$ cat config.mk
export PLATFORM = sky130hd
export DESIGN_NAME = shift_sub_divider
export DESIGN_NICKNAME = d
export VERILOG_FILES = /design/src/rtl/shift_sub_div_pkg.sv /design/src/rtl/div_step_chain.sv /design/src/rtl/shift_sub_divider.sv
export SDC_FILE = /design/constraint.sdc
export NUM_CORES = 1
export LEC_CHECK = 0
export BUFFER_PORTS_ARGS = -buffer_cell sky130_fd_sc_hd__buf_2
export CAP_MARGIN = 20
export CELL_PAD_IN_SITES_DETAIL_PLACEMENT = 0
export CELL_PAD_IN_SITES_GLOBAL_PLACEMENT = 1
export CORE_ASPECT_RATIO = 0.8
export CORE_MARGIN = 3
export CORE_UTILIZATION = 40
export CTS_BUF_LIST = sky130_fd_sc_hd__clkbuf_4 sky130_fd_sc_hd__clkbuf_8
export CTS_CLUSTER_SIZE = 28
export DETAILED_ROUTE_END_ITERATION = 16
export PLACE_DENSITY_LB_ADDON = 0.1
export SETUP_SLACK_MARGIN = 0.02
export SLEW_MARGIN = 5
export SYNTH_ARGS = -nofsm -noshare
export SYNTH_HDL_FRONTEND = slang
export SYNTH_HIERARCHICAL = 1
export SYNTH_SLANG_ARGS = --single-unit
$ cat constraint.sdc
create_clock -name clk -period 12.7 [get_ports clk]
set_input_delay 1.27 -clock clk [delete_from_list [all_inputs] [get_ports clk]]
set_output_delay 1.27 -clock clk [all_outputs]
set_load 0.03 [all_outputs]
$ cat src/rtl/shift_sub_div_pkg.sv
// Shared definitions for the iterative shift-subtract divider: FSM state
// encodings, cycle-count helper and two's-complement sign helpers.
package shift_sub_div_pkg;

  // Widest operand the sign helpers handle. Callers zero-extend into this
  // width and cast the result back down to their own width.
  localparam int MAX_WIDTH = 64;

  localparam logic [MAX_WIDTH-1:0] ONE = {{(MAX_WIDTH-1){1'b0}}, 1'b1};

  // FSM state encodings.
  typedef logic [1:0] state_t;
  localparam state_t IDLE = 2'd0;
  localparam state_t CALC = 2'd1;
  localparam state_t DONE = 2'd2;

  // Number of CALC cycles needed to resolve all quotient bits.
  function automatic int num_cycles(input int width, input int parallel_ops);
    return width / parallel_ops;
  endfunction

  // Two's-complement negation. The low bits of the result do not depend on
  // the high bits of the input, so truncating the result afterwards is safe.
  function automatic logic [MAX_WIDTH-1:0] negate(input logic [MAX_WIDTH-1:0] value);
    return ~value + ONE;
  endfunction

  // Negate only when asked. Used both for magnitude and for sign fixup.
  function automatic logic [MAX_WIDTH-1:0] cond_negate(input logic [MAX_WIDTH-1:0] value,
                                                       input logic                 neg);
    return neg ? negate(value) : value;
  endfunction

  // Magnitude of a value whose sign bit is supplied separately. The most
  // negative value maps onto itself, which is the correct unsigned magnitude.
  function automatic logic [MAX_WIDTH-1:0] abs_value(input logic [MAX_WIDTH-1:0] value,
                                                     input logic                 is_neg);
    return cond_negate(value, is_neg);
  endfunction

endpackage

$ cat src/rtl/div_step_chain.sv
// Combinational chain of restoring division steps. Each step shifts the
// partial remainder left, pulls in one dividend bit (MSB first) and keeps the
// trial subtraction only when it does not go negative.
module div_step_chain #(
  parameter int WIDTH        = 16,
  parameter int PARALLEL_OPS = 4
) (
  input  logic [WIDTH-1:0]        rem_in,
  input  logic [PARALLEL_OPS-1:0] dividend_bits,
  input  logic [WIDTH-1:0]        divisor,
  output logic [WIDTH-1:0]        rem_out,
  output logic [PARALLEL_OPS-1:0] quotient_bits
);

  // Ripple PARALLEL_OPS restoring steps; dividend_bits[PARALLEL_OPS-1] goes first.
  always_comb begin
    logic [WIDTH:0] partial;
    logic [WIDTH:0] shifted;
    logic [WIDTH:0] trial;
    // NOTE: every variable gets a value before any branch so no latch is inferred.
    partial       = {1'b0, rem_in};
    shifted       = '0;
    trial         = '0;
    quotient_bits = '0;
    for (int i = PARALLEL_OPS - 1; i >= 0; i--) begin
      // NOTE: blocking assignments here on purpose: each step must see the
      // remainder produced by the previous step within the same cycle.
      // The partial remainder is always below the divisor, so its top bit is
      // zero and WIDTH+1 bits hold the shifted value without loss.
      shifted          = {partial[WIDTH-1:0], dividend_bits[i]};
      trial            = shifted - {1'b0, divisor};
      quotient_bits[i] = ~trial[WIDTH];
      partial          = trial[WIDTH] ? shifted : trial;
    end
    rem_out = partial[WIDTH-1:0];
  end

endmodule

$ cat src/rtl/shift_sub_divider.sv
// Iterative restoring shift-subtract divider with the start/valid_in,
// busy, done/valid_out handshake of the companion shift_add_mult.
// Works on unsigned magnitudes and applies the sign afterwards, so signed
// division truncates toward zero. WIDTH must be a multiple of PARALLEL_OPS.
module shift_sub_divider
  import shift_sub_div_pkg::*;
#(
  parameter int WIDTH        = 16,
  parameter int PARALLEL_OPS = 4,
  parameter int SIGNED       = 1
) (
  input  logic             clk,
  input  logic             rst,
  input  logic             start,
  input  logic             valid_in,
  input  logic [WIDTH-1:0] dividend,
  input  logic [WIDTH-1:0] divisor,
  input  logic             signed_mode,
  output logic [WIDTH-1:0] quotient,
  output logic [WIDTH-1:0] remainder,
  output logic             div_by_zero,
  output logic             valid_out,
  output logic             done,
  output logic             busy
);

  localparam int NUM_CYCLES = num_cycles(WIDTH, PARALLEL_OPS);
  localparam int CNT_W      = (NUM_CYCLES > 1) ? $clog2(NUM_CYCLES) : 1;
  localparam logic [CNT_W-1:0] CNT_LOAD = CNT_W'(NUM_CYCLES - 1);
  localparam logic [CNT_W-1:0] CNT_ONE  = CNT_W'(1);

  state_t                  state;
  logic [CNT_W-1:0]        count;
  // Dividend magnitude; shifts out MSB-first while quotient bits shift in.
  logic [WIDTH-1:0]        dvd_sr;
  logic [WIDTH-1:0]        dvs_mag;
  logic [WIDTH-1:0]        rem_part;
  logic                    eff_signed_q;
  logic                    quot_neg;
  logic                    rem_neg;

  logic                    eff_signed;
  logic                    accept;
  logic                    divisor_zero;
  logic [WIDTH-1:0]        dividend_mag;
  logic [WIDTH-1:0]        divisor_mag;
  logic [WIDTH-1:0]        rem_next;
  logic [PARALLEL_OPS-1:0] quot_bits;
  logic [WIDTH-1:0]        quot_shifted;
  logic [WIDTH-1:0]        quot_final;
  logic [WIDTH-1:0]        rem_final;

  // Request qualification and operand magnitudes at acceptance.
  always_comb begin
    eff_signed   = (SIGNED != 0) && signed_mode;
    accept       = start && valid_in && ((state == IDLE) || (state == DONE));
    divisor_zero = (divisor == '0);
    dividend_mag = WIDTH'(abs_value(MAX_WIDTH'(dividend), eff_signed && dividend[WIDTH-1]));
    divisor_mag  = WIDTH'(abs_value(MAX_WIDTH'(divisor), eff_signed && divisor[WIDTH-1]));
  end

  div_step_chain #(
    .WIDTH       (WIDTH),
    .PARALLEL_OPS(PARALLEL_OPS)
  ) u_step_chain (
    .rem_in       (rem_part),
    .dividend_bits(dvd_sr[WIDTH-1 -: PARALLEL_OPS]),
    .divisor      (dvs_mag),
    .rem_out      (rem_next),
    .quotient_bits(quot_bits)
  );

  // Next operand/quotient shift value and sign-corrected final results.
  always_comb begin
    quot_shifted = (dvd_sr << PARALLEL_OPS) | WIDTH'(quot_bits);
    quot_final   = WIDTH'(cond_negate(MAX_WIDTH'(quot_shifted), eff_signed_q && quot_neg));
    rem_final    = WIDTH'(cond_negate(MAX_WIDTH'(rem_next), eff_signed_q && rem_neg));
  end

  // FSM, iteration datapath and registered result outputs.
  always_ff @(posedge clk or posedge rst) begin
    if (rst) begin
      state        <= IDLE;
      count        <= '0;
      dvd_sr       <= '0;
      dvs_mag      <= '0;
      rem_part     <= '0;
      eff_signed_q <= 1'b0;
      quot_neg     <= 1'b0;
      rem_neg      <= 1'b0;
      quotient     <= '0;
      remainder    <= '0;
      div_by_zero  <= 1'b0;
      valid_out    <= 1'b0;
      done         <= 1'b0;
      busy         <= 1'b0;
    end else begin
      // NOTE: non-blocking assignments for all state so every register
      // samples the values from before this edge, independent of order.
      // Handshake outputs trail the state by one cycle, which places busy
      // over the CALC steps and the done pulse after the DONE state.
      busy      <= (state == CALC);
      done      <= (state == DONE);
      valid_out <= (state == DONE);

      case (state)
        CALC: begin
          dvd_sr   <= quot_shifted;
          rem_part <= rem_next;
          count    <= count - CNT_ONE;
          if (count == '0) begin
            state     <= DONE;
            quotient  <= quot_final;
            remainder <= rem_final;
          end
        end
        DONE:    state <= IDLE;
        default: state <= IDLE;
      endcase

      // A new request overrides the DONE->IDLE return; CALC never accepts.
      if (accept) begin
        dvd_sr       <= dividend_mag;
        dvs_mag      <= divisor_mag;
        rem_part     <= '0;
        count        <= CNT_LOAD;
        eff_signed_q <= eff_signed;
        quot_neg     <= dividend[WIDTH-1] ^ divisor[WIDTH-1];
        rem_neg      <= dividend[WIDTH-1];
        div_by_zero  <= divisor_zero;
        if (divisor_zero) begin
          // Skip the iterations; the raw dividend is reported as remainder.
          state     <= DONE;
          quotient  <= '1;
          remainder <= dividend;
        end else begin
          state <= CALC;
        end
      end
    end
  end

endmodule

==> results.json <==
{
  "run_status": "finished, final reports clean",
  "grt_antenna_before_repair": 0,
  "drv_slew": 0,
  "yosysSeqAreaShare_pct": 25.1,
  "core-area_um2": 21800,
  "mostFrequentLayoutCell": "nand2_1",
  "cpPeakStageDelay_ns": 0.43,
  "die_height_um": 140,
  "period_share_pct": 94.8,
  "routed_wl_mm": 30.6,
  "yosys_warnings": 6,
  "startpoint_type": "flop",
  "worstPathMaxFanout": 22,
  "via_count": 8644,
  "antenna_left": 0,
  "drc_errors": 0,
  "cp_common_cell": "ha_1",
  "numCtsBuffers": 9,
  "synthArstFlopShare_pct": 100,
  "grt_pass1_vias": 8187,
  "clkTransAtPathRegs_ns": 0.11,
  "slowest_stage": "dfrtp_2",
  "synth_fp_nets": 1231,
  "max_freq_mhz": 83.1,
  "syn_inst": 1121,
  "nets": 1310,
  "timing.hold.ws_ns": 0.484,
  "grt_usage_pct": 25.0,
  "synth_area_um2": 8970,
  "worstPathRequired_ns": 13.00,
  "crit_path_end_kind": "flop",
  "maxCapViolations": 0,
  "die_area_um2": 24300,
  "syn_avg_cell_area_um2": 8.00,
  "ys_seq_elements": 90,
  "cts_tree": "built",
  "arrival_ns": 12.34,
  "drive_gt1_share_pct": 15.5,
  "worstSetupPathType": "flop to flop",
  "period_minus_slack_ns": 12.04,
  "rsz0062_at_grt": "false",
  "ios": 73,
  "h-tree-depth": 3,
  "skew_ns": 0.0135,
  "clockBufferDepth": 2,
  "drt_iter0_drc": 761,
  "initial_utilization_pct": 41.1,
  "seqCellArea_um2": 2250,
  "dr.pass1.iters": 5,
  "final_cell_mix": "nand2_1, o21ai_0, dfrtp_1, nor2_1, buf_2",
  "insertion_delay_ns": 0.38,
  "dpl_worst_slack_ns": 0.0320,
  "final_area_um2": 10100,
  "setup-violations-final": 0,
  "finalHoldViolCount": 0,
  "root_buffer": "clkbuf_8",
  "vias_per_cell": 5.74,
  "grt_max_degree": 58,
  "io_buffer_count": 72,
  "syn2layout_area_growth_pct": 12.7,
  "yosysUniqueCellTypes": 80,
  "antenna_cells": 0,
  "fill_cells": 2188,
  "worstHoldPathType": "flop to flop",
  "ys.flop_type": "dfrtp_1",
  "placed_area_um2": 9720,
  "timing.final.ws_setup_ns": 0.663,
  "fp.dieW_um": 173,
  "hpwl_mm": 24.0,
  "tightest_slew_ns": 0.971,
  "routedWlPerCell_um": 20.3,
  "placementRows": 48,
  "overflow": 0,
  "clock-sinks": 90,
  "synth_edf_count": 0,
  "maxSlewHeadroom_pct": 35.1,
  "grt_pass1_wl_mm": 48.0,
  "gp_congestion": 0.892,
  "final.setup.tns_ns": 0,
  "multiInputGateArea_um2": 6360
}
## timing repair
item,4_1_cts,5_1_grt
hold buffers,0,0
gates resized for setup,3,22
cloned,0,2
setup buffers,0,8
hold endpoints to repair,0,0
pin swaps,0,6
setup endpoints to repair,3,38
## registers in the layout, indices dropped and copies added (netlist names)
name	cells
dvd_sr	16
remainder	16
div_by_zero	1
done	1
state	2
rem_neg	1
eff_signed_q	1
rem_part	16
quotient	16
count	2
dvs_mag	16
busy	1
quot_neg	1
## final timing paths
| path | start | to | slack [ns] | cells after the start |
|---|---|---|---|---|
| worst max register to register | dvs_mag[0] | remainder[13] | 0.66 | 56 |
| worst min-delay path | dvs_mag[6] | dvs_mag[6] | 0.48 | 2 |
| min in group asynchronous | rst | count[0] | 0.89 | 2 |
| worst min register to register | dvs_mag[6] | dvs_mag[6] | 0.48 | 2 |
| worst max-delay path | dvs_mag[0] | remainder[13] | 0.66 | 56 |
| max in group asynchronous | rst | rem_part[10] | 10.65 | 3 |
## per-layer routing
metal,share of wire [%],GRT usage [%]
met5,0,0
met4,1.3,4.39
met3,7.1,5.07
met2,41,35.8
met1,51,38.8
## per-stage QoR
step                      utilization [%]  cells
after floorplan                         -   1121
after global placement               44.6   1478
after detailed placement             44.6   1478
after CTS                            45.6   1494
after global routing                 46.3   1505
final                                46.3   1505
## cell families after synthesis
kind of cell / count (synthesis) / share of synthesized area (%)
buffers and inverters: 108 / 5.09
adders and majority gates: 73 / 10.5
muxes: 34 / 3.92
xor gates and xnor gates: 100 / 10.1
and+or+nand+nor: 364 / 19.2
AOI/OAI and AO/OA: 352 / 26.1
DFF: 90 / 25.1
## cells in the mapped netlist (12+ instances only)
master    number  area (um2)
a21oi_1       65         325
o21a_1        19         143
dfrtp_1       90        2250
o21ai_0      102         510
nand2b_1      12        75.1
nand2_1      139         522
clkbuf_1      31         116
and2_1        13        81.3
ha_1          69         863
nor2b_1       15        93.8
nor3_1        27         135
mux2i_1       25         250
xor2_1        33         289
inv_1         57         214
a31oi_1       12        75.1
a21o_1        24         180
nor2_1        82         308
nand3_1       25         125
o211ai_1      19         143
xnor2_1       65         569
## area by class of cell
type	instances	share of cell area (%)
multi-input combinational	925	62.9
sequential	90	22.3
inverter	62	2.45
clock buffer	9	1.23
tap	300	3.71
timing repair buffer	112	6.65
clock inverter	7	0.743
## critical path: cells and delay by family (launching register included)
kind	cells	cell delay (ns)
xor gates and xnor gates	3	0.88
AOI/OAI and AO/OA	28	6.22
adders and majority gates	5	1.46
and+or+nand+nor	12	2.00
DFF	1	0.43
buffers and inverters	8	0.93
Power is not shown: default switching activity piles up to over one toggle a cycle in this logic, so the estimate is an artifact.
